File: config.mk
export PLATFORM = sky130hd
export DESIGN_NAME = dca_matrix_mreg2store_partial
export DESIGN_NICKNAME = d
export VERILOG_FILES = /design/src/rtl/dca_matrix_mreg2store_partial.sv
export SDC_FILE = /design/constraint.sdc
export NUM_CORES = 1
export LEC_CHECK = 0
export BUFFER_PORTS_ARGS = -buffer_cell sky130_fd_sc_hd__buf_2
export CAP_MARGIN = 20
export CORE_AREA = 2 2 107 109
export DETAILED_ROUTE_END_ITERATION = 12
export DIE_AREA = 0 0 109 111
export PLACE_DENSITY = 0.53
export SLEW_MARGIN = 20
export SYNTH_ARGS = -nofsm -noshare
export SYNTH_HDL_FRONTEND = slang
export SYNTH_SLANG_ARGS = --single-unit
File: constraint.sdc
create_clock -name clk -period 4.4 [get_ports clk]
set_clock_uncertainty 0.05 [all_clocks]
set_input_delay 0.66 -clock clk [delete_from_list [all_inputs] [get_ports clk]]
set_output_delay 0.66 -clock clk [all_outputs]
set_load 0.1 [all_outputs]
File: src/rtl/dca_matrix_mreg2store_partial.sv
// Streams mreg head rows onto the store tensor-row read channel, always rotating the mreg
// a full MATRIX_NUM_ROW times per request. Define DCA_MREG2STORE_OUTPUT_REG_EN for a 2-entry output skid buffer.
module dca_matrix_mreg2store_partial #(
  parameter int MATRIX_SIZE_PARA = 4,
  parameter int BW_TENSOR_SCALAR = 32,
  localparam int MATRIX_NUM_ROW = MATRIX_SIZE_PARA,
  localparam int MATRIX_NUM_COL = MATRIX_SIZE_PARA,
  localparam int BW_TENSOR_ROW = MATRIX_NUM_COL * BW_TENSOR_SCALAR,
  localparam int BW_ROW_INDEX = (MATRIX_NUM_ROW > 1) ? $clog2(MATRIX_NUM_ROW) : 1,
  localparam int BW_POP = $clog2(MATRIX_NUM_ROW + 1)
) (
  input  logic                     clk,
  input  logic                     rst,
  input  logic                     clear,
  input  logic                     enable,
  output logic                     busy,
  output logic                     storereg_wready,
  input  logic                     storereg_wrequest,
  input  logic [BW_ROW_INDEX-1:0]  storereg_wnum_row_m1,
  output logic                     mreg_move_renable,
  input  logic [BW_TENSOR_ROW-1:0] mreg_move_rdata_list1d,
  input  logic                     store_tensor_row_rvalid,
  input  logic                     store_tensor_row_rlast,
  output logic                     store_tensor_row_rready,
  output logic [BW_TENSOR_ROW-1:0] store_tensor_row_rdata,
  output logic                     status_pad,
  output logic                     status_trunc,
  output logic [1:0]               dbg_state
);

  // Handshake: a row moves on a clock edge where enable & rvalid & rready are all high;
  // rready never depends on rvalid, and rdata is zero whenever rready is low.

  typedef enum logic [1:0] {IDLE = 2'd0, RUN = 2'd1, PAD = 2'd2, DRAIN = 2'd3} state_t;

  localparam logic [BW_POP-1:0] POP_MAX = BW_POP'(MATRIX_NUM_ROW);

  state_t              state_q, state_d;
  logic [BW_POP-1:0]   num_row_q;
  logic [BW_POP-1:0]   pop_q;
  logic [BW_POP-1:0]   sent_q;
  logic [BW_POP-1:0]   sent_inc;
  logic                status_pad_q, status_trunc_q;
  logic                accept, xfer, pop;
  logic                data_phase, pop_room;
  logic                run_avail, run_pop;
  logic [BW_TENSOR_ROW-1:0] run_data;

  assign accept     = (state_q == IDLE) && enable && storereg_wrequest;
  assign xfer       = enable && store_tensor_row_rvalid && store_tensor_row_rready;
  assign pop        = enable && mreg_move_renable;
  assign data_phase = (pop_q < num_row_q);
  assign pop_room   = (pop_q < POP_MAX);
  assign sent_inc   = sent_q + BW_POP'(1);

`ifdef DCA_MREG2STORE_OUTPUT_REG_EN
  logic [1:0]               buf_cnt_q;
  logic [BW_TENSOR_ROW-1:0] buf0_q, buf1_q;
  logic                     buf_push, buf_pull;

  assign run_avail = (buf_cnt_q != 2'd0);
  assign run_data  = buf0_q;
  // A data pop may land in a full buffer only when the head leaves on the same edge.
  assign run_pop   = pop_room && (data_phase ? ((buf_cnt_q != 2'd2) || xfer) : 1'b1);
  assign buf_push  = pop && (state_q == RUN) && data_phase;
  assign buf_pull  = xfer && (state_q == RUN);

  always_ff @(posedge clk or posedge rst) begin
    if (rst) begin
      buf_cnt_q <= 2'd0;
      buf0_q    <= '0;
      buf1_q    <= '0;
    end else if (clear || ((state_q == RUN) && (state_d == DRAIN))) begin
      buf_cnt_q <= 2'd0;
    end else begin
      case ({buf_push, buf_pull})
        2'b10: begin
          if (buf_cnt_q == 2'd0) buf0_q <= mreg_move_rdata_list1d;
          else                   buf1_q <= mreg_move_rdata_list1d;
          buf_cnt_q <= buf_cnt_q + 2'd1;
        end
        2'b01: begin
          buf0_q    <= buf1_q;
          buf_cnt_q <= buf_cnt_q - 2'd1;
        end
        2'b11: begin
          if (buf_cnt_q == 2'd1) begin
            buf0_q <= mreg_move_rdata_list1d;
          end else begin
            buf0_q <= buf1_q;
            buf1_q <= mreg_move_rdata_list1d;
          end
        end
        default: ;
      endcase
    end
  end
`else
  assign run_avail = 1'b1;
  assign run_data  = mreg_move_rdata_list1d;
  // Without a buffer the head row is consumed exactly when it is transferred.
  assign run_pop   = pop_room && data_phase && xfer;
`endif

  always_comb begin
    store_tensor_row_rready = 1'b0;
    store_tensor_row_rdata  = '0;
    if (enable) begin
      case (state_q)
        RUN: begin
          store_tensor_row_rready = run_avail;
          if (run_avail) store_tensor_row_rdata = run_data;
        end
        PAD:     store_tensor_row_rready = 1'b1;
        default: ;
      endcase
    end
  end

  always_comb begin
    state_d           = state_q;
    mreg_move_renable = 1'b0;
    storereg_wready   = 1'b0;
    case (state_q)
      IDLE: begin
        storereg_wready = 1'b1;
        if (enable && storereg_wrequest) state_d = RUN;
      end
      RUN: begin
        mreg_move_renable = enable && run_pop;
        if (xfer && store_tensor_row_rlast) state_d = DRAIN;
        else if (xfer && (sent_inc == num_row_q)) state_d = PAD;
      end
      PAD: begin
        mreg_move_renable = enable && pop_room;
        if (xfer && store_tensor_row_rlast) state_d = DRAIN;
      end
      DRAIN: begin
        mreg_move_renable = enable && pop_room;
        if (enable && !pop_room) state_d = IDLE;
      end
      default: state_d = IDLE;
    endcase
  end

  always_ff @(posedge clk or posedge rst) begin
    if (rst) begin
      state_q        <= IDLE;
      num_row_q      <= '0;
      pop_q          <= '0;
      sent_q         <= '0;
      status_pad_q   <= 1'b0;
      status_trunc_q <= 1'b0;
    end else if (clear) begin
      state_q        <= IDLE;
      num_row_q      <= '0;
      pop_q          <= '0;
      sent_q         <= '0;
      status_pad_q   <= 1'b0;
      status_trunc_q <= 1'b0;
    end else begin
      state_q <= state_d;
      if (accept) begin
        num_row_q      <= BW_POP'(storereg_wnum_row_m1) + BW_POP'(1);
        pop_q          <= '0;
        sent_q         <= '0;
        status_pad_q   <= 1'b0;
        status_trunc_q <= 1'b0;
      end else begin
        if (pop) pop_q <= pop_q + BW_POP'(1);
        if (xfer && (state_q == RUN)) begin
          sent_q <= sent_inc;
          if (store_tensor_row_rlast && (sent_inc < num_row_q)) status_trunc_q <= 1'b1;
        end
        if (xfer && (state_q == PAD)) status_pad_q <= 1'b1;
      end
    end
  end

  assign busy         = (state_q != IDLE);
  assign status_pad   = status_pad_q;
  assign status_trunc = status_trunc_q;
  assign dbg_state    = state_q;

endmodule

==> results of run 1 <==
report_power, final:
part	internal, mW	switching [mW]
registers	0.130	0.0112
clock network	0.122	0.0504
logic	0.305	1.61
worst max-delay path by stage:
stage                            start                         end  slack [ns]
after global placement          enable  store_tensor_row_rdata[89]        1.33
after floorplan           dbg_state[0]           mreg_move_renable        0.36
after detailed placement        enable  store_tensor_row_rdata[34]        1.27
after global routing      dbg_state[1]  store_tensor_row_rdata[34]        0.98
after CTS                 dbg_state[1]  store_tensor_row_rdata[34]        1.18
final                     dbg_state[1]  store_tensor_row_rdata[34]        1.17
layer usage:
metal	vias to the layer above	track usage, %
met2	172	24.8
met4	0	2.74
met1	1257	16.7
met5	-	0
met3	7	4.00
li1	1380	-
stage by stage:
| stage | power (mW) | setup slack (ns) |
|---|---|---|
| after detailed placement | 2.06 | 1.27 |
| after floorplan | 1.75 | 0.362 |
| after global placement | 2.04 | 1.33 |
| after CTS | 2.24 | 1.18 |
| final | 2.23 | 1.17 |
| after global routing | 2.31 | 0.982 |
layout by cell type (no fill, tap or decap):
master       n
a21o_1       1
buf_4        1
o21a_1       1
or3b_1       1
ha_2         1
and3_2       1
and3_1     128
dfrtp_1     13
buf_2      272
nor2b_1      1
o21ai_2      1
clkbuf_1     1
a21boi_1     1
mux2i_1      5
buf_12       1
nor2_1      12
and4b_1      1
nand2_1      5
o21ai_1      2
inv_1        7
and4_2       1
a21oi_1      4
a21oi_2      2
o221ai_1     1
a31oi_1      1
ha_1        12
o21ai_0      1
a221oi_1     1
xor2_1       2
nand2b_1     3
clkbuf_16    3
a211oi_1     1
nand3_1      2
nor3b_2      1
diode_2      2
or2_2        1
o21bai_2     1
xnor2_1      1
and2_1       1
critical path: cells and delay by family (launching register included):
kind	cells	cell delay, ns
adder cells (fa/ha/maj)	1	0.64
AND/OR/NAND/NOR	1	0.25
flip-flops	1	0.44
buffers and inverters	3	0.90
state kept, by name, indices dropped and copies added (netlist names):
name / count
dbg_state: 2
pop_q: 3
status_pad: 1
sent_q: 3
status_trunc: 1
num_row_q: 3
cell families (layout without fill, tap and decap cells):
kind of cell	count (synthesis)	after routing	synth area share (%)
AND/OR/NAND/NOR	158	158	53.7
buffers and inverters	36	285	7.63
AO/OA/AOI/OAI	18	18	7.07
adder cells (fa/ha/maj)	13	13	9.10
flip-flops	13	13	18.2
multiplexers	5	5	2.80
XOR/XNOR	3	3	1.47
other	0	2	0
final cells by class:
type                    count  area [um2]  area share [%]
diodes                      2        5.00           0.150
inverters                   7        26.3           0.789
clock buffers               4        78.8            2.37
flip-flops and latches     13         325            9.76
repair buffers            274        1390            41.7
multi-input cells         197        1330            39.9
well taps                 143         179            5.37
==> metrics.cfg, run 1 <==
[run_status]
status=complete, no violations

[synthesis]
synth_edf_count=0
synth-seq-area-share_pct=18.2
synth_cell_types=34
ys_seq_elements=13
ys_async_sr_fraction_pct=100
synth_area_per_cell_um2=7.27
synthCells=246
synthFlopType=dfrtp_1
synth.cell_area_um2=1790
synth_common_cells=and3_1 (128), clkbuf_1 (28), dfrtp_1 (13), ha_1 (13), nor2_1 (12)
synth_top_cells_by_area=and3_1 (45%), dfrtp_1 (18%), ha_1 (9.1%), clkbuf_1 (5.9%), mux2i_1 (2.8%)
synth_top_area_share_pct=44.8
synthMostInstantiatedCell=and3_1
synth.net_count=396
yosysTopAreaCell=and3_1
ys_warn_count=0

[drt]
drt-wirelength-per-cell_um=14.7
wl_mm=9.40
ant_nets=0
wl_met2_mm=4.49
viasPerCell=4.40
drtIter0Drc=97
wl_met3_mm=1.06
met1_length_mm=3.77
dr.pass1.iters=4
post-route-drc-count=0
highest_layer=met4
vias=2816

[final_layout]
syn2layout_area_growth_pct=86.4
fin_nets=646
layout-drive-gt1-share_pct=57.8
final_cells=640
final_core_util_pct=30.1
fillCellCount=1217
final_cell_area_um2=3330

[placed_design]
hpwl_mm=7.82
gp_congestion=0.815
placed_cells=634
placed_area_um2=3250
portBuffers=272

[worst_setup_path]
crit_required_ns=3.69
cpMaxStageDelayCell=ha_2
r2r_slack_ns=2.30
path_cells=inv_1 -> ha_2 -> buf_12 -> and3_1 -> buf_2
end_kind=output pin
crit_arrival_ns=2.52
path_class=flop to output pin
crit_fanout=86
start_kind=flop
timing.rr.end=dbg_state[0]
worstReg2RegStart=dbg_state[1]
r2r.worst_path.cells=5
slowest_delay_ns=0.64

[die]
die_w_um=109
core_um2=11100
die_area_um2=12100
io_pins=273
rows=39
start_util_pct=16.1
chipHeight_um=111

[clock_network]
cts_tree=yes
cts_root_buf=clkbuf_16
clk_path_buf_depth=2
clock_sinks=13
cts_resized=0
htree_levels=1
path_clk_slew_ns=0.04
postCtsHoldBufs=0
post-cts-setup-buffers=0
worstSkewPairLatency_ns=0.24
cts_buffers=3

[pwr]
peakVddDrop_v=0.000391
p_per_area_nw_per_um2=669
p_leak_nw=2.52

[sta]
fin_crit_sh_pct=73.4
drv_slew=0
final.min_clock_period_ns=3.23
finalHoldViolCount=0
tightest_slew_ns=0.682
max_slew_margin_pct=54.5
tns_ns=0
setup_viol=0
fmax_mhz=309
grt_setup_unrepaired=no
holdWs_ns=0.387

[hold_path]
hp-class=input pin to asynchronous set/reset pin

[grt]
antenna_found_initial=2
grt-ovfl-total=0
grt_usage_pct=14.1
grt_max_degree=103
grt_pass1_wl_mm=13.4
grt_pass1_vias=2612

[job]
cap_viol_max_count=0

Power figures use the tool's default switching activity.
==> run 2, diff against run 1 <==
PLACE_DENSITY = 0.55   (was 0.53)
clock period = 2.7 ns   (was 4.4 ns; I/O delays follow)
==> metrics.cfg, run 2 (synthesis results as in run 1) <==
[run_status]
status=complete, no violations

[pwr]
pwr-share-comb_pct=89.2  ; +3.3 points
p_per_area_nw_per_um2=866  ; +29%
switching_share_pct=62.1  ; -13 points
peakVddDrop_v=0.000511  ; +31%
clockPowerShare_pct=5.9  ; -1.8 points
seq_power_share_pct=5.0  ; -1.3 points
p_int_mw=1.80  ; +220%
p_sw_mw=2.96  ; +77%
p_leak_nw=2.83  ; +12%

[die]
die_area_um2=12100  ; unchanged
start_util_pct=16.1  ; unchanged
chipHeight_um=111  ; unchanged
io_pins=273  ; unchanged
core_um2=11100  ; unchanged
die_w_um=109  ; unchanged
rows=39  ; unchanged

[clock_network]
worstSkewPairLatency_ns=0.24  ; about the same
post-cts-setup-buffers=0  ; unchanged
cts_tree=yes
clock_sinks=13  ; unchanged
cts_resized=1  ; +1
clk_path_buf_depth=2  ; unchanged
postCtsHoldBufs=0  ; unchanged
path_clk_slew_ns=0.04  ; about the same
cts_root_buf=clkbuf_16
htree_levels=1  ; unchanged
cts_buffers=3  ; unchanged

[sta]
drv_slew=0  ; unchanged
tns_ns=0  ; unchanged
holdWs_ns=0.132  ; -0.255 ns
final.min_clock_period_ns=2.48
tightest_slew_ns=0.554  ; -0.127 ns
setup_slack_ns=0.220  ; -0.948 ns
fmax_mhz=403
setup_viol=0  ; unchanged
fin_crit_sh_pct=91.8
grt_setup_unrepaired=no
finalHoldViolCount=0  ; unchanged
max_slew_margin_pct=63.0  ; +8.5 points

[drt]
wl_met2_mm=5.51  ; +23%
viasPerCell=4.51  ; +2.4%
vias=2889  ; +2.6%
ant_nets=0  ; unchanged
drt-wirelength-per-cell_um=19.5  ; +33%
highest_layer=met5
drtIter0Drc=110  ; +13%
met1_length_mm=5.53  ; +47%
wl_mm=12.5  ; +33%
post-route-drc-count=0  ; unchanged
dr.pass1.iters=4  ; unchanged
wl_met3_mm=1.31  ; +23%

[placed_design]
portBuffers=272  ; unchanged
hpwl_mm=10.4  ; +33%
gp_congestion=0.903  ; +11%
post-place-ws_ns=0.246  ; -1.02 ns

[job]
cap_viol_max_count=0  ; unchanged

[worst_setup_path]
cpMaxStageDelayCell=ha_4
critPathTopFamily=buffers and inverters
slowest_delay_ns=0.46  ; -0.18 ns
crit_required_ns=2.25  ; -1.44 ns
crit_top_cell=buf_12
crit_arrival_ns=2.02  ; -0.50 ns
crit_fanout=49  ; -43%
end_kind=output pin
path_class=flop to output pin
start_kind=flop
path_cells=inv_1 -> ha_4 -> buf_12 -> and3_2 -> buf_12
path_buf_inv=3  ; unchanged

[grt]
grt_pass1_vias=2999  ; +15%
antenna_found_initial=3  ; +1
grt-ovfl-total=0  ; unchanged
grt_max_degree=81  ; -21%
grt_pass1_wl_mm=18.0  ; +34%
grt_usage_pct=19.6  ; +5.6 points

[final_layout]
most-common-layout-cells=buf_2 (142), buf_12 (132), and3_2 (121)
syn2layout_area_growth_pct=207
fin_nets=648  ; +0.31%
final_common_cell=buf_2
layout-drive-gt1-share_pct=83.1  ; +25 points
final_core_util_pct=49.6  ; +20 points
largestRegisters=num_row_q x3, pop_q x3, sent_q x3

[hold_path]
hp-class=input pin to asynchronous set/reset pin

[run 2: cell count changes in the layout (fill, tap and decap cells not counted), moves of 2 or more]
cell / change
dfrtp_1: -2
buf_2: -130
and3_1: -120
ha_4: +2
buf_12: +131
and3_2: +120
dfrtp_2: +2
[run 2: worst register-to-register path: stages, from the launching register on]
cell,delay (ns)
dfrtp_2,0.40
inv_1,0.13
ha_4,0.32
buf_12,0.26
or2_2,0.34
a21oi_2,0.20
o21ai_1,0.10
a221oi_1,0.29
[run 2: layout make-up]
class	count	area, um2
fill	987	5580
timing repair buffer	276	3370
multi-input combinational	197	1510
sequential	13	328
tap	143	179
clock buffer	4	78.8
inverter	7	30.0
antenna	1	2.50
[run 2: through the flow]
stage / std cells / power (mW) / area [um2]
after floorplan: 246 / 2.95 / 1960
after global placement: 636 / 4.44 / 5400
after detailed placement: 636 / 4.46 / 5400
after CTS: 640 / 4.77 / 5490
after global routing: 640 / 4.90 / 5490
final: 641 / 4.76 / 5500
[run 2: power groups by stage]
stage	Clock [mW]	Combinational (mW)	Sequential, mW
6_report	0.279	4.24	0.236
5_1_grt	0.291	4.37	0.237
4_1_cts	0.284	4.25	0.235
3_5_place_dp	0	4.23	0.235
3_3_place_gp	0	4.21	0.233
2_1_floorplan	0	2.64	0.311
[run 2: path summary, 6_finish.rpt]
path                       depth (start not counted)                         end  slack, ns    startpoint
setup / recovery                                   5  store_tensor_row_rdata[51]       0.22  dbg_state[1]
hold / removal                                     2                  status_pad       0.13           rst
setup reg to reg                                   7                dbg_state[0]       0.50  dbg_state[1]
hold reg to reg                                    2                  status_pad       0.45    status_pad
max in group asynchronous                          2                dbg_state[1]       2.11           rst
min in group clk                                   2                num_row_q[2]       0.38         clear
[run 2: routing by layer]
layer / GRT usage (%) / vias to the layer above
li1: - / 1382
met1: 26.3 / 1348
met2: 30.9 / 140
met3: 7.17 / 13
met4: 2.39 / 6
met5: 0 / -
